$ cat src/rtl/fetch_ctrl_pkg.sv
// Shared encodings for the Fetch-stage sequencing controller.
package fetch_ctrl_pkg;

  typedef enum logic [2:0] {
    ST_IDLE      = 3'd0,
    ST_RUN       = 3'd1,
    ST_HOLD      = 3'd2,
    ST_BR_SHADOW = 3'd3
  } fetch_state_e;

  typedef enum logic [1:0] {
    PC_SEL_ZERO   = 2'd0,
    PC_SEL_INC    = 2'd1,
    PC_SEL_HOLD   = 2'd2,
    PC_SEL_BRANCH = 2'd3
  } pc_sel_e;

  localparam int PC_INC       = 4;
  localparam int SHADOW_CNT_W = 8;  // holds BR_TIMEOUT-1 for timeouts up to 255

endpackage

$ cat src/rtl/fetch_sat_counter.sv
// Saturating up-counter with enable and asynchronous active-low clear.
// Advances on the falling clock edge so it stays in step with the Fetch stage.
module fetch_sat_counter #(
  parameter int WIDTH = 32
) (
  input  logic             clk,
  input  logic             clr_n,
  input  logic             en,
  output logic [WIDTH-1:0] count
);

  logic [WIDTH-1:0] count_q;
  logic [WIDTH-1:0] count_d;

  always_comb begin
    count_d = count_q;
    if (en && (count_q != '1)) count_d = count_q + WIDTH'(1);
  end

  always_ff @(negedge clk or negedge clr_n) begin
    if (!clr_n) count_q <= '0;
    else        count_q <= count_d;
  end

  assign count = count_q;

endmodule

$ cat src/rtl/fetch_ctrl.sv
// Fetch-stage sequencing controller: next-PC select, IR hold, fetch-valid and
// branch-shadow watchdog. Optional perf counters built with FETCH_PERF_CNT_EN.
module fetch_ctrl
  import fetch_ctrl_pkg::*;
#(
  parameter int PC_WIDTH   = 16,
  parameter int BR_TIMEOUT = 15,
  parameter int CNT_WIDTH  = 32
) (
  input  logic                 I_CLOCK,
  input  logic                 I_RESET_N,
  input  logic                 I_LOCK,
  input  logic [PC_WIDTH-1:0]  I_CurPC,
  input  logic [PC_WIDTH-1:0]  I_BranchPC,
  input  logic                 I_BranchAddrSelect,
  input  logic                 I_BranchStallSignal,
  input  logic                 I_DepStallSignal,
  input  logic                 I_GPUStallSignal,
  output logic [PC_WIDTH-1:0]  O_NextPC,
  output logic [1:0]           O_PCSel,
  output logic                 O_IRHold,
  output logic                 O_FE_Valid,
  output logic [2:0]           O_State,
  output logic                 O_BranchTimeout,
  output logic [CNT_WIDTH-1:0] O_StallCycles,
  output logic [CNT_WIDTH-1:0] O_BubbleCycles
);

  localparam logic [SHADOW_CNT_W-1:0] SHADOW_LAST = SHADOW_CNT_W'(BR_TIMEOUT - 1);

  fetch_state_e            state_q, state_d;
  logic [SHADOW_CNT_W-1:0] shadow_cnt_q, shadow_cnt_d;
  logic                    timeout_q, timeout_d;
  pc_sel_e                 pc_sel;
  logic                    ir_hold;
  logic                    fe_valid;
  logic                    pipe_stall;

  assign pipe_stall = I_DepStallSignal | I_GPUStallSignal;

  // NOTE: every signal written here gets a default first, so no path leaves
  // one unassigned and no latch is inferred. The shadow counter defaults to
  // zero, which also clears it on every entry into BR_SHADOW.
  always_comb begin
    state_d      = state_q;
    shadow_cnt_d = '0;
    timeout_d    = timeout_q;
    pc_sel       = PC_SEL_ZERO;
    ir_hold      = 1'b0;
    fe_valid     = 1'b0;

    if (!I_LOCK) begin
      state_d = ST_IDLE;
    end else begin
      unique case (state_q)
        ST_IDLE: state_d = ST_RUN;
        ST_RUN, ST_HOLD: begin
          if (I_BranchAddrSelect) begin
            pc_sel   = PC_SEL_BRANCH;
            fe_valid = 1'b1;
            state_d  = ST_RUN;
          end else if (pipe_stall) begin
            pc_sel   = PC_SEL_HOLD;
            ir_hold  = 1'b1;
            fe_valid = 1'b1;
            state_d  = ST_HOLD;
          end else if (I_BranchStallSignal) begin
            pc_sel  = PC_SEL_HOLD;
            state_d = ST_BR_SHADOW;
          end else begin
            pc_sel   = PC_SEL_INC;
            fe_valid = 1'b1;
            state_d  = ST_RUN;
          end
        end
        ST_BR_SHADOW: begin
          // The redirect cycle out of the shadow is itself a bubble.
          if (I_BranchAddrSelect) begin
            pc_sel  = PC_SEL_BRANCH;
            state_d = ST_RUN;
          end else if (shadow_cnt_q == SHADOW_LAST) begin
            timeout_d = 1'b1;
            pc_sel    = PC_SEL_INC;
            fe_valid  = 1'b1;
            state_d   = ST_RUN;
          end else begin
            shadow_cnt_d = shadow_cnt_q + SHADOW_CNT_W'(1);
            pc_sel       = PC_SEL_HOLD;
            ir_hold      = pipe_stall;
            fe_valid     = pipe_stall;
          end
        end
        default: state_d = ST_IDLE;
      endcase
    end
  end

  // NOTE: sequential state uses non-blocking assignments so every flop
  // samples pre-edge values, independent of statement order.
  always_ff @(negedge I_CLOCK or negedge I_RESET_N) begin
    if (!I_RESET_N) begin
      state_q      <= ST_IDLE;
      shadow_cnt_q <= '0;
      timeout_q    <= 1'b0;
    end else begin
      state_q      <= state_d;
      shadow_cnt_q <= shadow_cnt_d;
      timeout_q    <= timeout_d;
    end
  end

  always_comb begin
    O_NextPC = '0;
    unique case (pc_sel)
      PC_SEL_ZERO:   O_NextPC = '0;
      PC_SEL_INC:    O_NextPC = I_CurPC + PC_WIDTH'(PC_INC);
      PC_SEL_HOLD:   O_NextPC = I_CurPC;
      PC_SEL_BRANCH: O_NextPC = I_BranchPC;
      default:       O_NextPC = '0;
    endcase
  end

  assign O_PCSel         = pc_sel;
  assign O_IRHold        = ir_hold;
  assign O_FE_Valid      = fe_valid;
  assign O_State         = state_q;
  assign O_BranchTimeout = timeout_q;

`ifdef FETCH_PERF_CNT_EN
  fetch_sat_counter #(.WIDTH(CNT_WIDTH)) u_stall_cnt (
    .clk   (I_CLOCK),
    .clr_n (I_RESET_N),
    .en    (state_q == ST_HOLD),
    .count (O_StallCycles)
  );

  fetch_sat_counter #(.WIDTH(CNT_WIDTH)) u_bubble_cnt (
    .clk   (I_CLOCK),
    .clr_n (I_RESET_N),
    .en    (I_LOCK && !fe_valid),
    .count (O_BubbleCycles)
  );
`else
  assign O_StallCycles  = '0;
  assign O_BubbleCycles = '0;
`endif

endmodule

$ cat config.mk
export PLATFORM = sky130hd
export DESIGN_NAME = fetch_ctrl
export DESIGN_NICKNAME = d
export VERILOG_FILES = /design/src/rtl/fetch_ctrl_pkg.sv /design/src/rtl/fetch_sat_counter.sv /design/src/rtl/fetch_ctrl.sv
export SDC_FILE = /design/constraint.sdc
export NUM_CORES = 1
export LEC_CHECK = 0
export ABC_AREA = 1
export CAP_MARGIN = 25
export CORE_MARGIN = 2
export CORE_UTILIZATION = 30
export DETAILED_ROUTE_END_ITERATION = 12
export HOLD_SLACK_MARGIN = 0.05
export PLACE_DENSITY = 0.71
export SLEW_MARGIN = 10
export SYNTH_ARGS = -nofsm -noshare
export SYNTH_HDL_FRONTEND = slang
export SYNTH_SLANG_ARGS = --single-unit
$ cat constraint.sdc
create_clock -name I_CLOCK -period 3.1 [get_ports I_CLOCK]
set_clock_uncertainty 0.05 [all_clocks]
set_input_delay 0.62 -clock I_CLOCK [delete_from_list [all_inputs] [get_ports I_CLOCK]]
set_output_delay 0.62 -clock I_CLOCK [all_outputs]
set_load 0.03 [all_outputs]
==> metrics.txt <==
gr usage total=between 10% and 20%; detailed-route DRC error count=0; Inst Count DP=between 400 and 500; busiest grt layer=met2; Worst-path clk slew=about 0.040 ns; HP Start=O_BranchTimeout$_DFFE_NN0P_; Net count, final=446; Iter 0 DRT Violations=59; Post-Synthesis Cells=301; core area=between 6000 and 7000 um2; Diodes inserted=0; initial antenna violation count=0; worst min path class=reg -> reg; row cnt=29; crit end category=output port; Final Cell Area=3262 um2; layout cell share with drive strength beyond 1=a little under a third; DP HPWL=between 4 and 5 mm; area leader, netlist=buf_4; syn avg cell area=about 6.5 um2; largest net degree at the start of global routing=18; Ys Warns=0; Setup WS post-layout=-1.071 ns; reg2reg setup slack=about 1.3 ns; leakage=about 0.0016 uW; Die ar.=between 7000 and 8000 um2; Die Wd=around 85 um; total power divided by cell area=260.9 nW/um2; Critical Path RT=about 2.4 ns; failing checks=negative setup slack; later-pin clock latency in the skew report=~0.26 ns; kind of critical path=reg -> out; met3 Resource Use GR=roughly 1.9%; fillers=595; I/O pin count=127; ranking of synthesized cells by area=buf_4 (26%), dfrtn_1 (14%), nand3_1 (11%); Via density=~4.5; CTS Hold Buffers Added=0; Area Growth Syn to Fin=66.69%; sequential share of the synthesized area=14.07%; wire length per cell=12.19 um; Vias=2,165; synth unique cells=29; M2 GR Usage=about 29%; grt met1 use=between 10% and 20%; IO buf count=61; number of global-route vias before repair=2,038; Chip Height=84.77 um; global-route wire length before repair=9.177 mm; worst-path maximum fanout=14; final hold viol count=0; outcome=complete, but fails checks; CTS buffer count=3; Starting Density=roughly 31%; Post-Synthesis Cell Area=just under 2000 um2; FF+latch count, synth=11; Max IR drop VDD=0.3651 mV; Final ANT Viol Nets=0; Crit Reg-Reg Startpoint=shadow_cnt_q[1]$_DFF_NN0_; Synth top area share=25.70%; Congestion Overflow GR=0; final setup TNS=-20.99 ns; Final Setup Violations=22; TritonCTS clock tree=built; CP startpoint=shadow_cnt_q[1]$_DFF_NN0_; drt pass-1 iters=4; final WL=5.826 mm; clock buffer depth=2; RSZ-0062 raised after global routing=true; GPL Wtd Cong=0.8591; Worst Setup Start Kind=flip-flop; Max Slew Vio Count=0; H-tree lvl count=1; max cap viols=0; CTS root buffer=clkbuf_8; Arr. time, crit path=3.50 ns; Post-DP Area=2917 um2; clk sinks=11; Layout Cells excl Fill=between 400 and 500
[Yosys cell counts]
cell type   n
nand4_1    34
a21oi_4     1
a21oi_2     1
inv_1      27
o21ai_0     4
nor3b_1     1
o21bai_2    1
nand2_1    40
nand3_2     1
nor2_2      1
buf_4      67
ha_1        5
a21oi_1     4
nand3b_1    1
xor2_1      6
buf_6       1
nand3_1    43
o21bai_1    2
nor3_1      6
dfrtn_1    11
buf_2       5
nand2_2     4
conb_1      1
xnor2_1     4
buf_1       3
nand2_4     1
o21a_1      1
nor2_4      1
nor2_1     24
[power breakdown]
part	internal, uW	leakage, uW	switching [uW]
clock network	88.7	0.0000255	59.9
logic	213	0.00141	341
registers	147	0.000151	1.77
total	449	0.00159	403
[cells in the final DEF, fill, tap and decap left out, types with 3 or more instances in the layout]
master and count:
xor2_1 6, buf_12 6, nand4_1 34, clkdlybuf4s50_1 37
nor2_4 3, nand2_1 36, conb_1 65, buf_4 35
nand2_2 5, nor3_1 6, nor2_1 22, nand3_4 16
a21oi_1 3, clkbuf_8 3, xnor2_1 4, dfrtn_1 11
nand3_2 11, ha_4 3, buf_6 26, nand3_1 17
nand2_4 4, inv_2 4, inv_1 22
[logic make-up (layout without fill, tap and decap cells)]
kind of cell    count (synthesis)  after routing  synth area share, %
xor+xnor                       10             10                4.475
simple gates                  157            158                39.71
compound gates                 14             14                5.051
flops                          11             11                14.07
other cells                     1             65               0.1916
buf+inv                       103            138                33.31
fa+ha+maj                       5              5                3.197
[sequential cells by signal, summed over array words and instances, names as in the netlist]
| signal | flops |
|---|---|
| shadow_cnt_q | 8 |
| O_BranchTimeout | 1 |
| O_State | 2 |
[worst max-delay path: stages (launching register included)]
cell,delay [ns]
dfrtn_1,0.45
ha_4,0.17
nand2_1,0.05
nor2_1,0.13
nand3_1,0.14
nand2_2,0.11
nand2_4,0.11
buf_8,0.17
nand4_1,0.13
nand3_4,0.08
buf_6,0.14
[layout make-up]
cell class | count | area, um2 | share of cell area (%)
multi-input combinational | 252 | 1644 | 50.40
sequential | 11 | 275.3 | 8.439
clock inverter | 1 | 5.005 | 0.1534
timing repair buffer | 107 | 1095 | 33.56
inverter | 27 | 105.1 | 3.222
tap | 77 | 96.34 | 2.954
clock buffer | 3 | 41.29 | 1.266
[timing repair]
item,CTS,global route
setup buffers,5,2
pin swaps,9,11
endpoints found under the setup margin,23,24
gates cloned,1,1
gates resized for setup,44,12
[path summary, 6_finish.rpt]
path                                                    end  depth (start not counted)
worst min register to register  O_BranchTimeout$_DFFE_NN0P_                          1
max in group asynchronous         shadow_cnt_q[1]$_DFF_NN0_                          2
worst max-delay path                            O_NextPC[3]                         10
min in group asynchronous         shadow_cnt_q[3]$_DFF_NN0_                          2
worst min-delay path            O_BranchTimeout$_DFFE_NN0P_                          1
worst max register to register    shadow_cnt_q[7]$_DFF_NN0_                          9
[per-stage QoR]
stage	worst slack [ns]	util (%)	total power, uW	hold WS (ns)
global placement	-0.7826	46.20	635.9	0.3866
finish	-1.071	51.66	851.1	0.4104
detailed placement	-0.8299	46.20	640.2	0.3833
floorplan	-0.7995	-	540.3	0.3419
CTS	-1.045	50.55	837.1	0.4214
global route	-1.172	51.66	895.1	0.4616
[metal layers]
metal,vias up,wire (um)
met1,999,2309
met3,8,302
li1,1077,-
met2,81,3149
met5,-,0
met4,0,65
Power figures use the tool's default switching activity.
